$ cat src/rtl/reg_bank_pkg.sv
// rtl/reg_bank_pkg.sv - register map, FSM state and requester-id types for reg_bank_arbiter
package reg_bank_pkg;

  localparam logic [6:0] ADDR_EN_OUT_LO = 7'h00;
  localparam logic [6:0] ADDR_EN_OUT_HI = 7'h01;
  localparam logic [6:0] ADDR_EN_PWM_LO = 7'h02;
  localparam logic [6:0] ADDR_EN_PWM_HI = 7'h03;
  localparam logic [6:0] ADDR_DUTY      = 7'h04;

  typedef enum logic {
    IDLE  = 1'b0,
    WRITE = 1'b1
  } state_e;

  typedef enum logic {
    REQ_A = 1'b0,
    REQ_B = 1'b1
  } req_e;

endpackage

$ cat src/rtl/rr_arbiter_2.sv
// rtl/rr_arbiter_2.sv - two-input round-robin grant with last_grant register
module rr_arbiter_2
  import reg_bank_pkg::*;
(
  input  logic clk,
  input  logic rst_n,
  input  logic req_a,
  input  logic req_b,
  input  logic update_en,
  output logic grant_valid,
  output logic grant_id
);

  req_e last_grant_q, last_grant_d;
  req_e winner;

  always_comb begin
    winner = REQ_A;
    if (req_a && req_b) begin
      // On a tie the side that did not win last time goes first.
      winner = (last_grant_q == REQ_B) ? REQ_A : REQ_B;
    end else if (req_b) begin
      winner = REQ_B;
    end
  end

  always_comb begin
    last_grant_d = last_grant_q;
    if (update_en && grant_valid) begin
      last_grant_d = winner;
    end
  end

  always_ff @(posedge clk or negedge rst_n) begin
    if (!rst_n) begin
      last_grant_q <= REQ_B;
    end else begin
      last_grant_q <= last_grant_d;
    end
  end

  assign grant_valid = req_a | req_b;
  assign grant_id    = winner;

endmodule

$ cat src/rtl/reg_bank_arbiter.sv
// rtl/reg_bank_arbiter.sv - five config registers with two-port round-robin write arbitration
// REG_ARB_DUTY_SYNC_EN: double-buffer the duty cycle and apply it on pwm_sync.
module reg_bank_arbiter
  import reg_bank_pkg::*;
(
  input  logic       clk,
  input  logic       rst_n,
  input  logic       a_valid,
  input  logic [6:0] a_addr,
  input  logic [7:0] a_data,
  output logic       a_ready,
  input  logic       b_valid,
  input  logic [6:0] b_addr,
  input  logic [7:0] b_data,
  output logic       b_ready,
  input  logic       pwm_sync,
  output logic [7:0] en_reg_out_7_0,
  output logic [7:0] en_reg_out_15_8,
  output logic [7:0] en_reg_pwm_7_0,
  output logic [7:0] en_reg_pwm_15_8,
  output logic [7:0] pwm_duty_cycle,
  output logic       duty_pending,
  output logic       err_addr
);

  state_e     state_q, state_d;
  logic [6:0] addr_q, addr_d;
  logic [7:0] data_q, data_d;
  logic       a_ready_q, a_ready_d;
  logic       b_ready_q, b_ready_d;
  logic [7:0] en_out_lo_q, en_out_lo_d;
  logic [7:0] en_out_hi_q, en_out_hi_d;
  logic [7:0] en_pwm_lo_q, en_pwm_lo_d;
  logic [7:0] en_pwm_hi_q, en_pwm_hi_d;
  logic [7:0] duty_q, duty_d;
  logic       err_q, err_d;
`ifdef REG_ARB_DUTY_SYNC_EN
  logic [7:0] shadow_q, shadow_d;
  logic       pending_q, pending_d;
`else
  logic       sync_unused;
  assign sync_unused = pwm_sync;
`endif

  logic grant_valid;
  logic grant_id;
  logic grant_en;

  assign grant_en = (state_q == IDLE) && grant_valid;

  rr_arbiter_2 u_arb (
    .clk         (clk),
    .rst_n       (rst_n),
    .req_a       (a_valid),
    .req_b       (b_valid),
    .update_en   (grant_en),
    .grant_valid (grant_valid),
    .grant_id    (grant_id)
  );

  always_comb begin
    state_d     = state_q;
    addr_d      = addr_q;
    data_d      = data_q;
    a_ready_d   = 1'b0;
    b_ready_d   = 1'b0;
    en_out_lo_d = en_out_lo_q;
    en_out_hi_d = en_out_hi_q;
    en_pwm_lo_d = en_pwm_lo_q;
    en_pwm_hi_d = en_pwm_hi_q;
    duty_d      = duty_q;
    err_d       = err_q;
`ifdef REG_ARB_DUTY_SYNC_EN
    shadow_d    = shadow_q;
    pending_d   = pending_q;
    // Sync is evaluated before the commit so a same-cycle commit stays pending.
    if (pwm_sync && pending_q) begin
      duty_d    = shadow_q;
      pending_d = 1'b0;
    end
`endif
    case (state_q)
      IDLE: begin
        if (grant_en) begin
          state_d   = WRITE;
          addr_d    = (grant_id == REQ_B) ? b_addr : a_addr;
          data_d    = (grant_id == REQ_B) ? b_data : a_data;
          a_ready_d = (grant_id == REQ_A);
          b_ready_d = (grant_id == REQ_B);
        end
      end
      WRITE: begin
        state_d = IDLE;
        case (addr_q)
          ADDR_EN_OUT_LO: en_out_lo_d = data_q;
          ADDR_EN_OUT_HI: en_out_hi_d = data_q;
          ADDR_EN_PWM_LO: en_pwm_lo_d = data_q;
          ADDR_EN_PWM_HI: en_pwm_hi_d = data_q;
          ADDR_DUTY: begin
`ifdef REG_ARB_DUTY_SYNC_EN
            shadow_d  = data_q;
            pending_d = 1'b1;
`else
            duty_d    = data_q;
`endif
          end
          default: err_d = 1'b1;
        endcase
      end
      default: state_d = IDLE;
    endcase
  end

  always_ff @(posedge clk or negedge rst_n) begin
    if (!rst_n) begin
      state_q     <= IDLE;
      addr_q      <= '0;
      data_q      <= '0;
      a_ready_q   <= 1'b0;
      b_ready_q   <= 1'b0;
      en_out_lo_q <= '0;
      en_out_hi_q <= '0;
      en_pwm_lo_q <= '0;
      en_pwm_hi_q <= '0;
      duty_q      <= '0;
      err_q       <= 1'b0;
`ifdef REG_ARB_DUTY_SYNC_EN
      shadow_q    <= '0;
      pending_q   <= 1'b0;
`endif
    end else begin
      state_q     <= state_d;
      addr_q      <= addr_d;
      data_q      <= data_d;
      a_ready_q   <= a_ready_d;
      b_ready_q   <= b_ready_d;
      en_out_lo_q <= en_out_lo_d;
      en_out_hi_q <= en_out_hi_d;
      en_pwm_lo_q <= en_pwm_lo_d;
      en_pwm_hi_q <= en_pwm_hi_d;
      duty_q      <= duty_d;
      err_q       <= err_d;
`ifdef REG_ARB_DUTY_SYNC_EN
      shadow_q    <= shadow_d;
      pending_q   <= pending_d;
`endif
    end
  end

  assign a_ready         = a_ready_q;
  assign b_ready         = b_ready_q;
  assign en_reg_out_7_0  = en_out_lo_q;
  assign en_reg_out_15_8 = en_out_hi_q;
  assign en_reg_pwm_7_0  = en_pwm_lo_q;
  assign en_reg_pwm_15_8 = en_pwm_hi_q;
  assign pwm_duty_cycle  = duty_q;
  assign err_addr        = err_q;
`ifdef REG_ARB_DUTY_SYNC_EN
  assign duty_pending    = pending_q;
`else
  assign duty_pending    = 1'b0;
`endif

endmodule

$ cat config.mk
export PLATFORM = sky130hd
export DESIGN_NAME = reg_bank_arbiter
export DESIGN_NICKNAME = d
export VERILOG_FILES = /design/src/rtl/reg_bank_pkg.sv /design/src/rtl/rr_arbiter_2.sv /design/src/rtl/reg_bank_arbiter.sv
export SDC_FILE = /design/constraint.sdc
export NUM_CORES = 1
export LEC_CHECK = 0
export CAP_MARGIN = 10
export CORE_ASPECT_RATIO = 1.4
export CORE_MARGIN = 2
export CORE_UTILIZATION = 43
export CTS_BUF_LIST = sky130_fd_sc_hd__clkbuf_8
export CTS_CLUSTER_DIAMETER = 150
export DETAILED_ROUTE_END_ITERATION = 8
export MAX_ROUTING_LAYER = met4
export PLACE_DENSITY = 0.78
export SYNTH_ARGS = -nofsm -noshare
export SYNTH_HDL_FRONTEND = slang
export SYNTH_HIERARCHICAL = 1
export SYNTH_SLANG_ARGS = --single-unit
export TNS_END_PERCENT = 1
$ cat constraint.sdc
create_clock -name clk -period 1.6 [get_ports clk]
set_input_delay 0.24 -clock clk [delete_from_list [all_inputs] [get_ports clk]]
set_output_delay 0.24 -clock clk [all_outputs]
set_load 0.05 [all_outputs]
==> flow_summary_export.csv, run 1 <==
group,metric,value,unit
run_status,status,"complete, no violations",
yosys,avgSynthCellArea,14.01,um2
final_layout,nFillCells,438,
die,core,5485,um2
sta,skew,0.005879,ns
grt,overflow,0,
final_layout,diodes,0,
final_layout,drive_gt1_frac,0.4449,
routing,via_per_inst,4.868,
worst_setup_path,start_kind,"flip-flop",
yosys,async_flop_share,1.000,
yosys,synth.area.top_cells,"dfrtp_1 (61%), mux2_2 (18%), mux2i_1 (6.2%)",
clocking,numClockSinks,60,
yosys,ys.flop_type,"dfrtp_1",
yosys,ys_seq_area_frac,0.6162,
placed_design,gp_congestion,0.7030,
grt,use_met1,0.2170,
routing,vias,1655,
die,io-pin-count,79,
sta,whs,0.3454,ns
placed_design,dpl-instance-area,3277,um2
worst_setup_path,arrival,1.79,ns
grt,grt_max_degree,31,
final_layout,layout.nets,302,
grt,grt_use_met3,0.03249,
grt,grt_pass1_vias,1644,
routing,drc_errors,0,
power,ir_drop,0.0009925,V
clocking,clockBufferDepth,2,
clocking,htree_levels,3,
final_layout,instances_no_fill,340,
grt,antenna_found_initial,0,
routing,dr.pass1.iters,4,
yosys,synth_top_family_by_area,"multiplexers",
placed_design,portBuffers,76,
clocking,tritoncts,"yes",
power,powerDensity,2006,nW/um2
sta,fin_crit,1.578,ns
clocking,cts-root-buf,"clkbuf_8",
worst_setup_path,path_class,"reg -> reg",
yosys,synth_cells,174,
worst_hold_path,hold_path_class,"in -> async",
worst_setup_path,reg2reg_depth,5,
clocking,post_cts_buffers,0,
worst_setup_path,crit_fanout,6,
final_layout,regArea,1503,um2
sta,hold_viol,0,
routing,drtIter0Drc,93,
yosys,synth_compound_area_frac,0.04361,
clocking,cts_made_buffers,9,
power,total_power,7151,uW
grt,grt_use_met2,0.3129,
die,row_count,32,
yosys,syn-num-nets,209,
sta,fmax,633.6,MHz
routing,wl_per_cell,15.49,um
yosys,synth-edff-count,0,
clocking,clock_latency,0.33,ns
die,die_y,93.11,um
yosys,synth_cell_types,26,
yosys,synth.cell_area,2439,um2
yosys,synthSimpleGateAreaFrac,0.07286,
yosys,synthXorXnorAreaFrac,0,
worst_setup_path,worstSetupEndpointType,"flip-flop",
worst_setup_path,cp.required,1.82,ns
yosys,ys_ff_latch,60,
placed_design,dp.cells,323,
die,die_x,67.65,um
grt,grt_busiest_layer,"met2",
final_layout,multi_input_area,928.4,um2
final_layout,fin_util,0.6499,
yosys,synth_fa_ha_area_frac,0,
yosys,yosysWarningCount,6,
die,dieArea,6298,um2
yosys,ys_top_cells_by_count,"dfrtp_1 (59), mux2_2 (40), nand2_1 (16), o21ai_0 (16), mux2i_1 (15)",
yosys,synth_top_cell_by_area,"dfrtp_1",
flow_run,maxCapViolations,0,
sta,finalSetupViolations,0,
sta,finalCritPeriodShare,0.9865,
yosys,synth_most_common_cell,"dfrtp_1",
power,p_leak,0.001760,uW
clocking,clk_pin_slew,0.07,ns
final_layout,fin_area,3565,um2
final_layout,area_growth,46.18,%
sta,grt_setup_unrepaired,"true",
sta,drv_slew,0,
routing,wirelength,5.268,mm
grt,grt_pass1_wl,8.231,mm
grt,grtUsageTotal,0.1895,
yosys,synth.area.mux_share,0.2463,
yosys,synth_top_area_share,0.6054,
die,start_util,0.4446,
routing,drtAntennaViolNets,0,
-- registers in the layout, summed over array words and instances, names as in the netlist, 7 cells and up --
register / cells
en_reg_out_7_0: 8
en_reg_pwm_15_8: 8
pwm_duty_cycle: 8
addr_q: 7
data_q: 8
en_reg_pwm_7_0: 8
en_reg_out_15_8: 8
-- kinds of logic after synthesis --
family                 Yosys count
AOI/OAI and AO/OA               20
buffers and inverters            9
DFF                             60
muxes                           55
other                            1
and+or+nand+nor                 29
-- worst paths after layout --
kind	start	end	slack, ns
worst max-delay path	addr_q[6]	pwm_duty_cycle[4]	0.02
worst max register to register	addr_q[6]	pwm_duty_cycle[4]	0.02
worst min register to register	err_addr	err_addr	0.47
max in group asynchronous	rst_n	en_reg_pwm_7_0[7]	0.76
min in group clk	err_addr	err_addr	0.47
worst min-delay path	rst_n	en_reg_pwm_7_0[2]	0.35
-- final cells by class --
cell class | count | share of cell area
tap | 68 | 0.02387
timing repair buffer | 89 | 0.2260
sequential | 60 | 0.4216
inverter | 2 | 0.002106
clock buffer | 12 | 0.04633
clock inverter | 4 | 0.01966
multi-input combinational | 105 | 0.2604
-- stage by stage --
| step | setup WS [ns] | TNS [ns] |
|---|---|---|
| 6_report | 0.02160 | 0 |
| 3_3_place_gp | -0.02570 | -0.2489 |
| 3_5_place_dp | -0.04748 | -0.5702 |
| 5_1_grt | -0.03414 | -0.3856 |
| 2_1_floorplan | -0.06286 | -0.5029 |
| 4_1_cts | 0.01145 | 0 |
-- per-layer routing --
metal  vias to the layer above  share of wire
met2                        47           0.54
met3                         7          0.040
met5                         -              0
met4                         0          0.019
met1                       803           0.40
li1                        798              -
-- critical path: stages, from the launching register on --
cell and delay [ns]:
dfrtp_1 0.41, nor4_4 0.32, buf_6 0.19, nand4b_4 0.12, buf_6 0.17, mux2_2 0.27
-- what timing repair did --
action,CTS,global route
hold buffers,1,0
hold endpoints to repair,11,0
endpoints found under the setup margin,16,40
resized for setup,5,2
-- power breakdown --
| part | switching (uW) | internal (uW) | total [uW] |
|---|---|---|---|
| clock | 569 | 999 | 1570 |
| sequential | 350 | 2050 | 2400 |
| combinational | 2080 | 1100 | 3180 |
| total | 3000 | 4150 | 7150 |
-- cells in the final DEF (no fill, tap or decap), types with 2 or more instances in the layout --
master	count
dfrtp_1	59
buf_4	49
mux2_2	40
clkdlybuf4s50_1	32
nand2_1	16
o21ai_0	16
mux2i_1	15
clkbuf_8	12
buf_12	4
inv_1	2
nor2_1	2
nand3_4	2
clkinv_2	2
bufinv_16	2
buf_6	2
Power figures use the tool's default switching activity.
==> run 2, diff against run 1 <==
--- a/config.mk
+++ b/config.mk
@@ -12,6 +12,7 @@
 export CTS_BUF_LIST = sky130_fd_sc_hd__clkbuf_8
 export CTS_CLUSTER_DIAMETER = 150
 export DETAILED_ROUTE_END_ITERATION = 8
+export GPL_TIMING_DRIVEN = 0
 export MAX_ROUTING_LAYER = met4
 export PLACE_DENSITY = 0.78
 export SYNTH_ARGS = -nofsm -noshare
==> flow_summary_export.csv, run 2 (synthesis gave the netlist of run 1 again) <==
group,metric,value,unit
sta,skew,0.005004,ns
worst_setup_path,critPathMaxStageDelay,0.40,ns
placed_design,dp.cells,319,
worst_setup_path,path_class,"reg -> reg",
sta,hold_viol,0,
clocking,clock_latency,0.32,ns
sta,finalSetupViolations,10,
flow_run,maxCapViolations,0,
clocking,clk_pin_slew,0.06,ns
clocking,clockBufferDepth,2,
final_layout,fin_util,0.6446,
grt,overflow,0,
sta,fin_crit,1.628,ns
power,p_leak,0.001813,uW
run_status,violations,"negative setup slack",
placed_design,hpwlAfterDp,3.741,mm
clocking,tritoncts,"yes",
routing,wirelength,5.292,mm
clocking,htree_levels,3,
final_layout,instances_no_fill,339,
run_status,status,"complete, but fails checks",
die,start_util,0.4446,
routing,vias,1678,
worst_setup_path,crit_fanout,8,
final_layout,final_common_cell,"dfrtp_1",
sta,max_slew_margin,0.5408,
sta,finalCritPeriodShare,1.018,
routing,dr.pass1.iters,4,
die,dieArea,6298,um2
clocking,numClockSinks,60,
final_layout,layout.nets,301,
worst_hold_path,hold_path_class,"reg -> reg",
grt,grt_pass1_wl,8.528,mm
die,die_x,67.65,um
final_layout,drive_gt1_frac,0.2583,
grt,grt_pass1_vias,1740,
power,ir_drop,0.0006852,V
sta,tns,-0.2179,ns
die,core,5485,um2
placed_design,gp_congestion,0.7496,
routing,wl_per_cell,15.61,um
die,io-pin-count,79,
clocking,cts_made_buffers,9,
worst_setup_path,arrival,1.83,ns
grt,antenna_found_initial,0,
final_layout,final_cell_mix,"dfrtp_1 (59), dlygate4sd2_1 (43), mux2_2 (33)",
placed_design,portBuffers,76,
grt,grtUsageTotal,0.1910,
die,row_count,32,
die,die_y,93.11,um
final_layout,area_growth,45.00,%
clocking,cts-root-buf,"clkbuf_8",
power,powerDensity,1873,nW/um2
sta,grt_setup_unrepaired,"true",
worst_setup_path,cp.required,1.80,ns
final_layout,nFillCells,436,
sta,drv_slew,0,
routing,drc_errors,0,
worst_setup_path,cp_slowest_cell,"dfrtp_1",
worst_setup_path,worstSetupEndpointType,"flip-flop",
worst_setup_path,path_cells,"nor4_4, buf_4, nand4b_4, mux2_2",
final_layout,fin_area,3536,um2
sta,tightest_slew,0.6888,ns
final_layout,diodes,0,
placed_design,dpl-instance-area,3301,um2
sta,final.setup.worst_slack,-0.02834,ns
grt,grt_max_degree,32,
worst_setup_path,start_kind,"flip-flop",
sta,whs,0.4975,ns
routing,drtAntennaViolNets,0,
routing,drtIter0Drc,62,
sta,fmax,614.1,MHz
routing,via_per_inst,4.950,
==> run 2: worst paths after layout <==
path	from	endpoint	slack (ns)	depth (start not counted)
worst min-delay path	en_reg_out_15_8[2]	en_reg_out_15_8[2]	0.50	1
worst max register to register	addr_q[6]	pwm_duty_cycle[2]	-0.03	4
worst max-delay path	addr_q[6]	pwm_duty_cycle[2]	-0.03	4
worst min register to register	en_reg_out_15_8[2]	en_reg_out_15_8[2]	0.50	1
min in group asynchronous	rst_n	en_reg_out_7_0[3]	0.51	2
max in group asynchronous	rst_n	en_reg_pwm_7_0[7]	0.50	3
==> run 2: layout make-up <==
cell class	instances	area, um2	share of cell area
buffer	7	53.80	0.01522
clock buffer	12	165.2	0.04671
clock inverter	4	16.27	0.004600
inverter	2	7.507	0.002123
multi-input combinational	105	950.9	0.2689
sequential	60	1503	0.4250
tap	68	85.08	0.02406
timing repair buffer	81	754.5	0.2134
==> run 2: worst max-delay path, delay by kind of cell, from the launching register on <==
kind                   cells  cell delay [ns]
multiplexers               1             0.35
AND/OR/NAND/NOR            2             0.58
buffers and inverters      1             0.18
flip-flops                 1             0.40
==> run 2: what timing repair did <==
action,CTS,global route
setup endpoints to repair,91,45
buffers inserted,3,0
hold buffers,1,0
endpoints found under the hold margin,28,0
pin swaps,1,1
resized for setup,51,8
==> run 2: stage by stage <==
| step | setup WS [ns] | total power (uW) |
|---|---|---|
| floorplan | -0.06286 | 4507 |
| global placement | -1.496 | 5636 |
| detailed placement | -0.4287 | 5704 |
| CTS | -0.03523 | 6635 |
| global route | -0.1262 | 6940 |
| finish | -0.02834 | 6622 |
==> run 2: power breakdown <==
group,leakage [uW],internal [uW],switching (uW)
registers,0.000776,2050,324
clock network,0.000106,670,532
logic,0.000931,956,2090
total,0.00181,3680,2940
==> run 2: metal layers <==
metal / up-vias / track usage / share of wire
met4: 0 / 0.08333 / 0.019
met2: 55 / 0.3105 / 0.52
met1: 815 / 0.2254 / 0.41
met5: - / - / 0
li1: 800 / - / -
met3: 8 / 0.03971 / 0.049
